`config.mk`:
```
export PLATFORM = sky130hd
export DESIGN_NAME = packet_parser
export DESIGN_NICKNAME = d
export VERILOG_FILES = /design/src/rtl/parser_pkg.sv /design/src/rtl/frame_buf.sv /design/src/rtl/packet_parser.sv
export SDC_FILE = /design/constraint.sdc
export NUM_CORES = 1
export LEC_CHECK = 0
export CORE_MARGIN = 5
export CORE_UTILIZATION = 40
export DETAILED_ROUTE_END_ITERATION = 10
export PLACE_DENSITY = 0.63
export REMOVE_ABC_BUFFERS = 1
export SYNTH_ARGS = -nofsm -noshare
export SYNTH_HDL_FRONTEND = slang
export SYNTH_SLANG_ARGS = --single-unit
```
`constraint.sdc`:
```
create_clock -name i_clk -period 4.55 [get_ports i_clk]
set_input_delay 1.365 -clock i_clk [delete_from_list [all_inputs] [get_ports i_clk]]
set_output_delay 1.365 -clock i_clk [all_outputs]
set_load 0.05 [all_outputs]
```
`src/rtl/parser_pkg.sv`:
```
// Shared types and constants for the byte-stream frame parser.
package parser_pkg;

  // Parser states: hunting for sync, then length, payload, checksum, and
  // finally holding a good frame until the consumer releases it.
  typedef enum logic [2:0] {
    HUNT    = 3'd0,
    LEN     = 3'd1,
    PAYLOAD = 3'd2,
    CHK     = 3'd3,
    DONE    = 3'd4
  } state_e;

  // Start-of-frame marker, only meaningful while hunting.
  localparam logic [7:0] SYNC_BYTE = 8'hA5;

  // Error causes reported on o_err_code.
  localparam logic [1:0] ERR_NONE     = 2'd0;
  localparam logic [1:0] ERR_BAD_LEN  = 2'd1;
  localparam logic [1:0] ERR_CHECKSUM = 2'd2;
  localparam logic [1:0] ERR_TIMEOUT  = 2'd3;

  // Increment that sticks at all-ones instead of wrapping.
  function automatic logic [7:0] sat_inc8(input logic [7:0] v);
    return (v == 8'hFF) ? v : v + 8'd1;
  endfunction

endpackage

```
`src/rtl/frame_buf.sv`:
```
// Payload store: DEPTH x 8, synchronous write, asynchronous read so the
// consumer sees the byte at its address in the same cycle.
module frame_buf #(
  parameter int DEPTH = 16,
  parameter int AW    = $clog2(DEPTH)
) (
  input  logic          i_clk,
  input  logic          i_we,
  input  logic [AW-1:0] i_waddr,
  input  logic [7:0]    i_wdata,
  input  logic [AW-1:0] i_raddr,
  output logic [7:0]    o_rdata
);

  logic [7:0] mem_q [DEPTH];

  // Write port: one byte per enabled cycle; contents are never reset.
  always_ff @(posedge i_clk) begin
    if (i_we) begin
      mem_q[i_waddr] <= i_wdata;
    end
  end

  assign o_rdata = mem_q[i_raddr];

endmodule

```
`src/rtl/packet_parser.sv`:
```
// Frame parser: pops bytes from an upstream FIFO, recognises
// SYNC / LEN / payload / CHK frames, buffers the payload and holds a
// checksum-good frame until acknowledged. Bad length, bad checksum and
// inter-byte timeout abort the frame and are reported on the error outputs.
module packet_parser
  import parser_pkg::*;
#(
  parameter  int MAX_LEN     = 16,
  parameter  int TIMEOUT_CYC = 1_000_000,
  localparam int AW          = $clog2(MAX_LEN),
  localparam int LW          = AW + 1,
  localparam int TW          = $clog2(TIMEOUT_CYC + 1)
) (
  input  logic          i_clk,
  input  logic          i_rst,
  input  logic          i_ready,
  input  logic [7:0]    i_D,
  output logic          o_read,
  output logic          o_frame_valid,
  input  logic          i_frame_ack,
  output logic [LW-1:0] o_len,
  input  logic [AW-1:0] i_rd_addr,
  output logic [7:0]    o_rd_data,
  output logic          o_err,
  output logic [1:0]    o_err_code,
  output logic [7:0]    o_err_cnt
);

  state_e        state_q;
  logic [LW-1:0] len_q;
  logic [AW-1:0] idx_q;
  logic [7:0]    chk_q;
  logic [TW-1:0] tmo_q;
  logic          frame_valid_q;
  logic          err_q;
  logic [1:0]    err_code_q;
  logic [7:0]    err_cnt_q;

  logic          take;
  logic          active;
  logic          tmo_hit;
  logic          bad_len;
  logic          last_byte;
  logic          buf_we;
  logic          err_hit_d;
  logic [1:0]    err_code_d;

  // A byte is consumed exactly when we pop it; DONE backpressures upstream.
  assign o_read    = i_ready && (state_q != DONE);
  assign take      = o_read;

  // Timeout only runs while a frame is in flight; an arriving byte wins.
  assign active    = (state_q == LEN) || (state_q == PAYLOAD) || (state_q == CHK);
  assign tmo_hit   = active && !take && (tmo_q == TW'(TIMEOUT_CYC - 1));

  assign bad_len   = (i_D == 8'd0) || ({1'b0, i_D} > 9'(MAX_LEN));
  assign last_byte = ({1'b0, idx_q} == (len_q - LW'(1)));

  // Payload bytes go straight into the buffer at the running index.
  assign buf_we    = take && (state_q == PAYLOAD);

  // Classify this cycle's frame error, if any.
  always_comb begin
    err_hit_d  = 1'b0;
    err_code_d = ERR_NONE;
    if (tmo_hit) begin
      err_hit_d  = 1'b1;
      err_code_d = ERR_TIMEOUT;
    end else if (take && (state_q == LEN) && bad_len) begin
      err_hit_d  = 1'b1;
      err_code_d = ERR_BAD_LEN;
    end else if (take && (state_q == CHK) && (i_D != chk_q)) begin
      err_hit_d  = 1'b1;
      err_code_d = ERR_CHECKSUM;
    end
  end

  // Frame FSM with its datapath registers and the frame-valid flag.
  always_ff @(posedge i_clk or negedge i_rst) begin
    if (!i_rst) begin
      state_q       <= HUNT;
      len_q         <= '0;
      idx_q         <= '0;
      chk_q         <= '0;
      frame_valid_q <= 1'b0;
    end else begin
      case (state_q)
        HUNT: begin
          if (take && (i_D == SYNC_BYTE)) begin
            state_q <= LEN;
          end
        end
        LEN: begin
          if (take) begin
            if (bad_len) begin
              state_q <= HUNT;
            end else begin
              len_q   <= LW'(i_D);
              chk_q   <= i_D;
              idx_q   <= '0;
              state_q <= PAYLOAD;
            end
          end else if (tmo_hit) begin
            state_q <= HUNT;
          end
        end
        PAYLOAD: begin
          if (take) begin
            chk_q <= chk_q ^ i_D;
            idx_q <= idx_q + AW'(1);
            if (last_byte) begin
              state_q <= CHK;
            end
          end else if (tmo_hit) begin
            state_q <= HUNT;
          end
        end
        CHK: begin
          if (take) begin
            if (i_D == chk_q) begin
              state_q       <= DONE;
              frame_valid_q <= 1'b1;
            end else begin
              state_q <= HUNT;
            end
          end else if (tmo_hit) begin
            state_q <= HUNT;
          end
        end
        DONE: begin
          if (i_frame_ack) begin
            state_q       <= HUNT;
            frame_valid_q <= 1'b0;
          end
        end
        default: begin
          state_q       <= HUNT;
          frame_valid_q <= 1'b0;
        end
      endcase
    end
  end

  // Idle-cycle counter: cleared by every consumed byte and outside a frame.
  always_ff @(posedge i_clk or negedge i_rst) begin
    if (!i_rst) begin
      tmo_q <= '0;
    end else if (!active || take || tmo_hit) begin
      tmo_q <= '0;
    end else begin
      tmo_q <= tmo_q + TW'(1);
    end
  end

  // Error reporting: one-cycle pulse, sticky cause, saturating count.
  always_ff @(posedge i_clk or negedge i_rst) begin
    if (!i_rst) begin
      err_q      <= 1'b0;
      err_code_q <= ERR_NONE;
      err_cnt_q  <= '0;
    end else begin
      err_q <= err_hit_d;
      if (err_hit_d) begin
        err_code_q <= err_code_d;
        err_cnt_q  <= sat_inc8(err_cnt_q);
      end
    end
  end

  frame_buf #(
    .DEPTH (MAX_LEN),
    .AW    (AW)
  ) u_frame_buf (
    .i_clk   (i_clk),
    .i_we    (buf_we),
    .i_waddr (idx_q),
    .i_wdata (i_D),
    .i_raddr (i_rd_addr),
    .o_rdata (o_rd_data)
  );

  assign o_frame_valid = frame_valid_q;
  assign o_len         = len_q;
  assign o_err         = err_q;
  assign o_err_code    = err_code_q;
  assign o_err_cnt     = err_cnt_q;

endmodule

```
==> flow_summary.json <==
{
  "chipHeight_um": 149,
  "leakage_uw": 0.00330,
  "power.density_mw_per_mm2": 364,
  "grt_usage_pct": 16.2,
  "drc": 0,
  "fin_util_pct": 48.6,
  "dieArea_mm2": 0.0222,
  "drv_cap": 0,
  "period_minus_slack_ps": 4380,
  "insertion_delay_ps": 420,
  "netSwitchingPower_uw": 770,
  "power_frac_clock_pct": 39.9,
  "first_pass_iters": 4,
  "ys_types": 49,
  "layout-drive-gt1-share_pct": 21.8,
  "switching_share_pct": 23.1,
  "grt_max_degree": 47,
  "postSynthCellCount": 486,
  "max-slew-margin-rel_pct": 31.2,
  "yosys_warnings": 0,
  "cts_root_buf": "clkbuf_16",
  "grt_pass1_vias": 4588,
  "diodes": 0,
  "worst_setup_path_end_kind": "output pin",
  "post_dp_cell_area_mm2": 0.00861,
  "ant_nets": 0,
  "p_comb_share_pct": 6.8,
  "tritoncts": "done",
  "netlist_area_mm2": 0.00774,
  "crit_path_max_fanout": 32,
  "final_cell_mix": "128 x edfxtp_1, 52 x dfrtp_1, 40 x mux4_2, 36 x buf_4",
  "htree_levels": 4,
  "fp.coreArea_mm2": 0.0189,
  "hp-class": "register to register",
  "holdBufCountCts": 0,
  "grt_overflow": 0,
  "crit_path_frequent_cell": "mux4_2",
  "routed_via_density": 5.18,
  "synth_edf_count": 128,
  "worst_slew_pin_slew_ps": 1030,
  "critPathTopFamily": "multiplexers",
  "dpl.cell_count": 800,
  "pwr-share-seq_pct": 53.3,
  "intPower_uw": 2570,
  "avgRoutedWirePerCell_um": 20.4,
  "worstPathArrival_ps": 3010,
  "yosys_most_used_dff": "edfxtp_1",
  "nets": 583,
  "min_period_over_period_pct": 96.2,
  "stdcell_area_mm2": 0.00918,
  "cp_num_buf_inv": 3,
  "start_kind": "input port",
  "critPathKind": "input port to output pin",
  "rsz0062_at_grt": "false",
  "fp.dieW_um": 149,
  "synthArstFlopShare_pct": 28.9,
  "antenna_found_initial": 0,
  "dr.first_iter.drc_count": 353,
  "place_hpwl_um": 11100,
  "tns_ps": 0,
  "syn_area_per_cell_um2": 15.9,
  "post_cts_resized": 0,
  "fmax_ghz": 0.228,
  "port_buffers": 41,
  "ir_drop_mv": 0.288,
  "critical_path.slowest_cell": "mux4_2",
  "num_vias": 4319,
  "clock_path_buffers": 2,
  "io_pins": 42,
  "cts_buffers": 17,
  "ys_ff_latch": 180,
  "routed_wl_um": 17000,
  "stdcell_count": 833,
  "syn2layout_area_growth_pct": 18.6,
  "fp-row-count": 50,
  "grt_pass1_wl_um": 26800,
  "cpPeakStageDelay_ps": 530,
  "crit_chain": "buf_2, buf_12, mux4_2, mux4_2, buf_4",
  "cp.required_ps": 3180,
  "cts_setup_buffers": 0,
  "fin_skew_ps": 8.42,
  "gp_congestion": 0.776,
  "ys_seq_area_share_pct": 66.5,
  "finalHoldViolCount": 0,
  "status": "completed",
  "initial_utilization_pct": 41.0,
  "final-max-slew-violation-count": 0,
  "clock-sinks": 180,
  "final_common_cell": "edfxtp_1",
  "path_clk_slew_ps": 60,
  "setup_violations": 0
}
flip-flops by register name, summed over array words and instances, names as in the netlist, 2 cells and up:
signal / count
o_len: 5
state_q: 3
u_frame_buf.mem_q: 128
tmo_q: 20
chk_q: 8
o_err_cnt: 8
o_err_code: 2
idx_q: 4
worst reg2reg max path: stages, from the launching register on:
cell,delay [ps]
dfrtp_1,440
nand2b_1,240
or2_2,410
nor3b_1,340
and2_1,550
Yosys cell counts, drive strengths merged, types with 2 or more instances:
master	n	area [µm²]
nand4	8	50.1
and3	7	43.8
mux2i	3	30.0
nor4	9	92.6
nand2	36	138
nor2	35	131
and2	8	50.1
nand2b	6	37.5
nand3	17	85.1
mux2	8	90.1
a31oi	2	12.5
inv	11	41.3
nor3	9	45.0
or4	2	18.8
xnor2	22	193
edfxtp	128	3840
o21ai	5	25.0
o31ai	2	15.0
buf	7	35.0
nor4b	2	17.5
mux4	40	901
or2	2	12.5
dfrtp	52	1300
xor2	23	201
a22oi	2	28.8
clkbuf	9	33.8
a21oi	9	45.0
nor2b	4	25.0
ha	7	87.6
cell type report:
cell class | count | area (µm²)
fill | 1614 | 9720
clock buffer | 19 | 433
sequential | 180 | 5140
timing repair buffer | 71 | 648
inverter | 11 | 41.3
multi-input combinational | 279 | 2480
tap | 260 | 325
clock inverter | 13 | 101
routing by layer:
metal	track usage (%)	part of all wire [%]
met4	5.26	1.9
met2	25.7	49
met5	0	0
met1	22.4	42
met3	3.77	7.9
logic make-up (layout without fill, tap and decap cells):
family / after synthesis / after routing / share of synthesized area (%)
muxes: 51 / 51 / 13.2
DFF: 180 / 180 / 66.5
adders and majority gates: 7 / 7 / 1.13
AOI/OAI and AO/OA: 25 / 25 / 2.33
xor gates and xnor gates: 45 / 45 / 5.09
buffers and inverters: 27 / 114 / 1.42
and+or+nand+nor: 151 / 151 / 10.3
power by group through the flow:
stage / logic [µW] / clock network [µW] / registers, µW
after floorplan: 97.7 / 0 / 1830
after global placement: 223 / 0 / 1810
after detailed placement: 227 / 0 / 1810
after CTS: 228 / 1360 / 1780
after global routing: 244 / 1430 / 1780
final: 227 / 1330 / 1780
path summary, 6_finish.rpt:
kind / startpoint / endpoint / slack [ps] / cells past startpoint
worst min register to register: tmo_q[0]$_DFF_PN0_ / tmo_q[0]$_DFF_PN0_ / 450 / 1
worst max-delay path: i_rd_addr[0] / o_rd_data[5] / 170 / 5
max in group asynchronous: i_rst / chk_q[6]$_DFFE_PN0P_ / 2710 / 2
worst max register to register: state_q[2]$_DFFE_PN0P_ / u_frame_buf.mem_q[8][3]$_DFFE_PP_ / 2210 / 4
worst min-delay path: tmo_q[0]$_DFF_PN0_ / tmo_q[0]$_DFF_PN0_ / 450 / 1
min in group asynchronous: i_rst / o_err_code[0]$_DFFE_PN0P_ / 1120 / 1
through the flow:
stage	hold WS (ps)	worst slack, ps	total power [µW]
final	449	173	3340
after detailed placement	445	13.0	2040
after floorplan	424	726	1930
after CTS	454	5.67	3370
after global routing	469	101	3460
after global placement	439	41.5	2030
Power figures use the tool's default switching activity.
==> edit: new RTL, same settings <==
`MAX_LEN`: 16 -> 32.
--- a/src/rtl/packet_parser.sv
+++ b/src/rtl/packet_parser.sv
@@ -7,3 +7,3 @@
 #(
-  parameter  int MAX_LEN     = 16,
+  parameter  int MAX_LEN     = 32,
   parameter  int TIMEOUT_CYC = 1_000_000,
Interface: changed (resized i_rd_addr and o_len); port bits go from 42 to 44. The function was not compared with the original's and may differ.
==> edit against the unedited design <==
The flow now finishes with violations (setup timing); critical path type unchanged; sequential share of layout area grew 3.2 points; sequential cell count grew 130; largest power group unchanged; combinational power grew 63%; register-to-register slack lost 0.10 ns; largest cell class unchanged; non-clock buffer count grew 36; worst setup slack lost 0.17 ns; total power grew 80%; count of clock-buffer cells in the layout grew 23; synthesized area grew 65%; cell count grew 50%; wire length grew 69%; final area grew 66%.
==> edit: results (changes against the unedited design) <==
yosys:
  synthArstFlopShare_pct: 17.4  # -11 points
  syn_avg_cell_area_um2: 18.0  # +13%
  yosysSeqAreaShare_pct: 71.0  # +4.5 points
  synth_edf_count: 256  # +100%
  synthTopCellsByCount: "256 x edfxtp_1, 80 x mux4_2, 73 x nor2_1, 54 x dfrtp_1, 28 x xnor2_1"
sta:
  tightest_slew_ns: 0.825  # -0.207 ns
  worst_slack_ns: -0.000176  # -0.173 ns
  finalSetupViolCount: 1  # +1
  fin_skew_ns: 0.0164  # +0.00798 ns
clock_network:
  numCtsBuffers: 34  # +17
  htreeDepth: 2  # -2
  clk_latency_ns: 0.51  # +0.09 ns
grt:
  grt_max_degree: 39  # -17%
  grt_use_met3_pct: 3.54  # -0.23 points
  track_usage_pct: 16.3  # about the same
  gr-usage-met2_pct: 24.5  # -1.2 points
  grt_pass1_vias: 6947  # +51%
finish:
  fillerInstances: 2611  # +62%
  bufAreaShareNonClock_pct: 7.27  # +0.21 points
  clk_share_pct: 6.79  # +0.97 points
  flops_and_latches: 310  # +72%
  seq_share_pct: 59.2  # +3.2 points
  fin_nets: 845  # +45%
  top_regs: "u_frame_buf.mem_q: 256 flops, tmo_q: 20 flops"
  drive_above_1_share_pct: 26.9  # +5.1 points
  num-nonclk-buffers: 107  # +51%
  n_all_inverters: 8  # -3
  multi_input_area_share_pct: 23.2  # -3.8 points
placed_design:
  place_hpwl_um: 18300  # +64%
  dpl_cell_area_um2: 14000  # +63%
  dp_cells: 1183  # +48%
  dpl_worst_slack_ns: -0.217  # -0.230 ns
  portBuffers: 43  # +4.9%
  place_congestion: 0.761  # -1.9%
pwr:
  p_leak_uw: 0.00524  # +59%
  peakVddDrop_mv: 0.260  # -9.6%
  pwr-share-clk_pct: 42.5  # +2.6 points
  power_density_nw_per_um2: 394  # +8.4%
  power_switching_uw: 1300  # +69%
  finalPower_uw: 6020  # +80%
  pwr-share-seq_pct: 51.3  # -2.0 points
drt:
  firstDrtPassIters: 5  # +1
  dr_wl_met3_um: 1800  # +34%
  drt_iter0_drc: 667  # +89%
  dr_wl_met2_um: 13100  # +59%
outcome:
  violations: "setup timing"
  status: "finished with violations"
critical_path:
  cp_max_fo: 8  # -75%
==> edit: final timing paths <==
kind,startpoint,to,slack (ns),cells after the start
max in group asynchronous,i_rst,tmo_q[9],2.83,2
hold / removal,o_frame_valid,o_frame_valid,0.48,2
setup reg to reg,tmo_q[7],tmo_q[10],2.11,5
setup / recovery,i_rd_addr[0],o_rd_data[4],-0.0002,6
hold reg to reg,o_frame_valid,o_frame_valid,0.48,2
min in group asynchronous,i_rst,o_err_cnt[2],0.96,1
==> edit: kinds of logic (layout without fill, tap and decap cells) <==
| logic type | Yosys count | count (layout) | synth area share [%] |
|---|---|---|---|
| AND/OR/NAND/NOR | 174 | 174 | 6.82 |
| buffers and inverters | 38 | 177 | 1.25 |
| flip-flops | 310 | 310 | 71.0 |
| adder cells (fa/ha/maj) | 7 | 7 | 0.688 |
| multiplexers | 96 | 96 | 15.6 |
| XOR/XNOR | 39 | 39 | 2.68 |
| AO/OA/AOI/OAI | 44 | 44 | 2.02 |
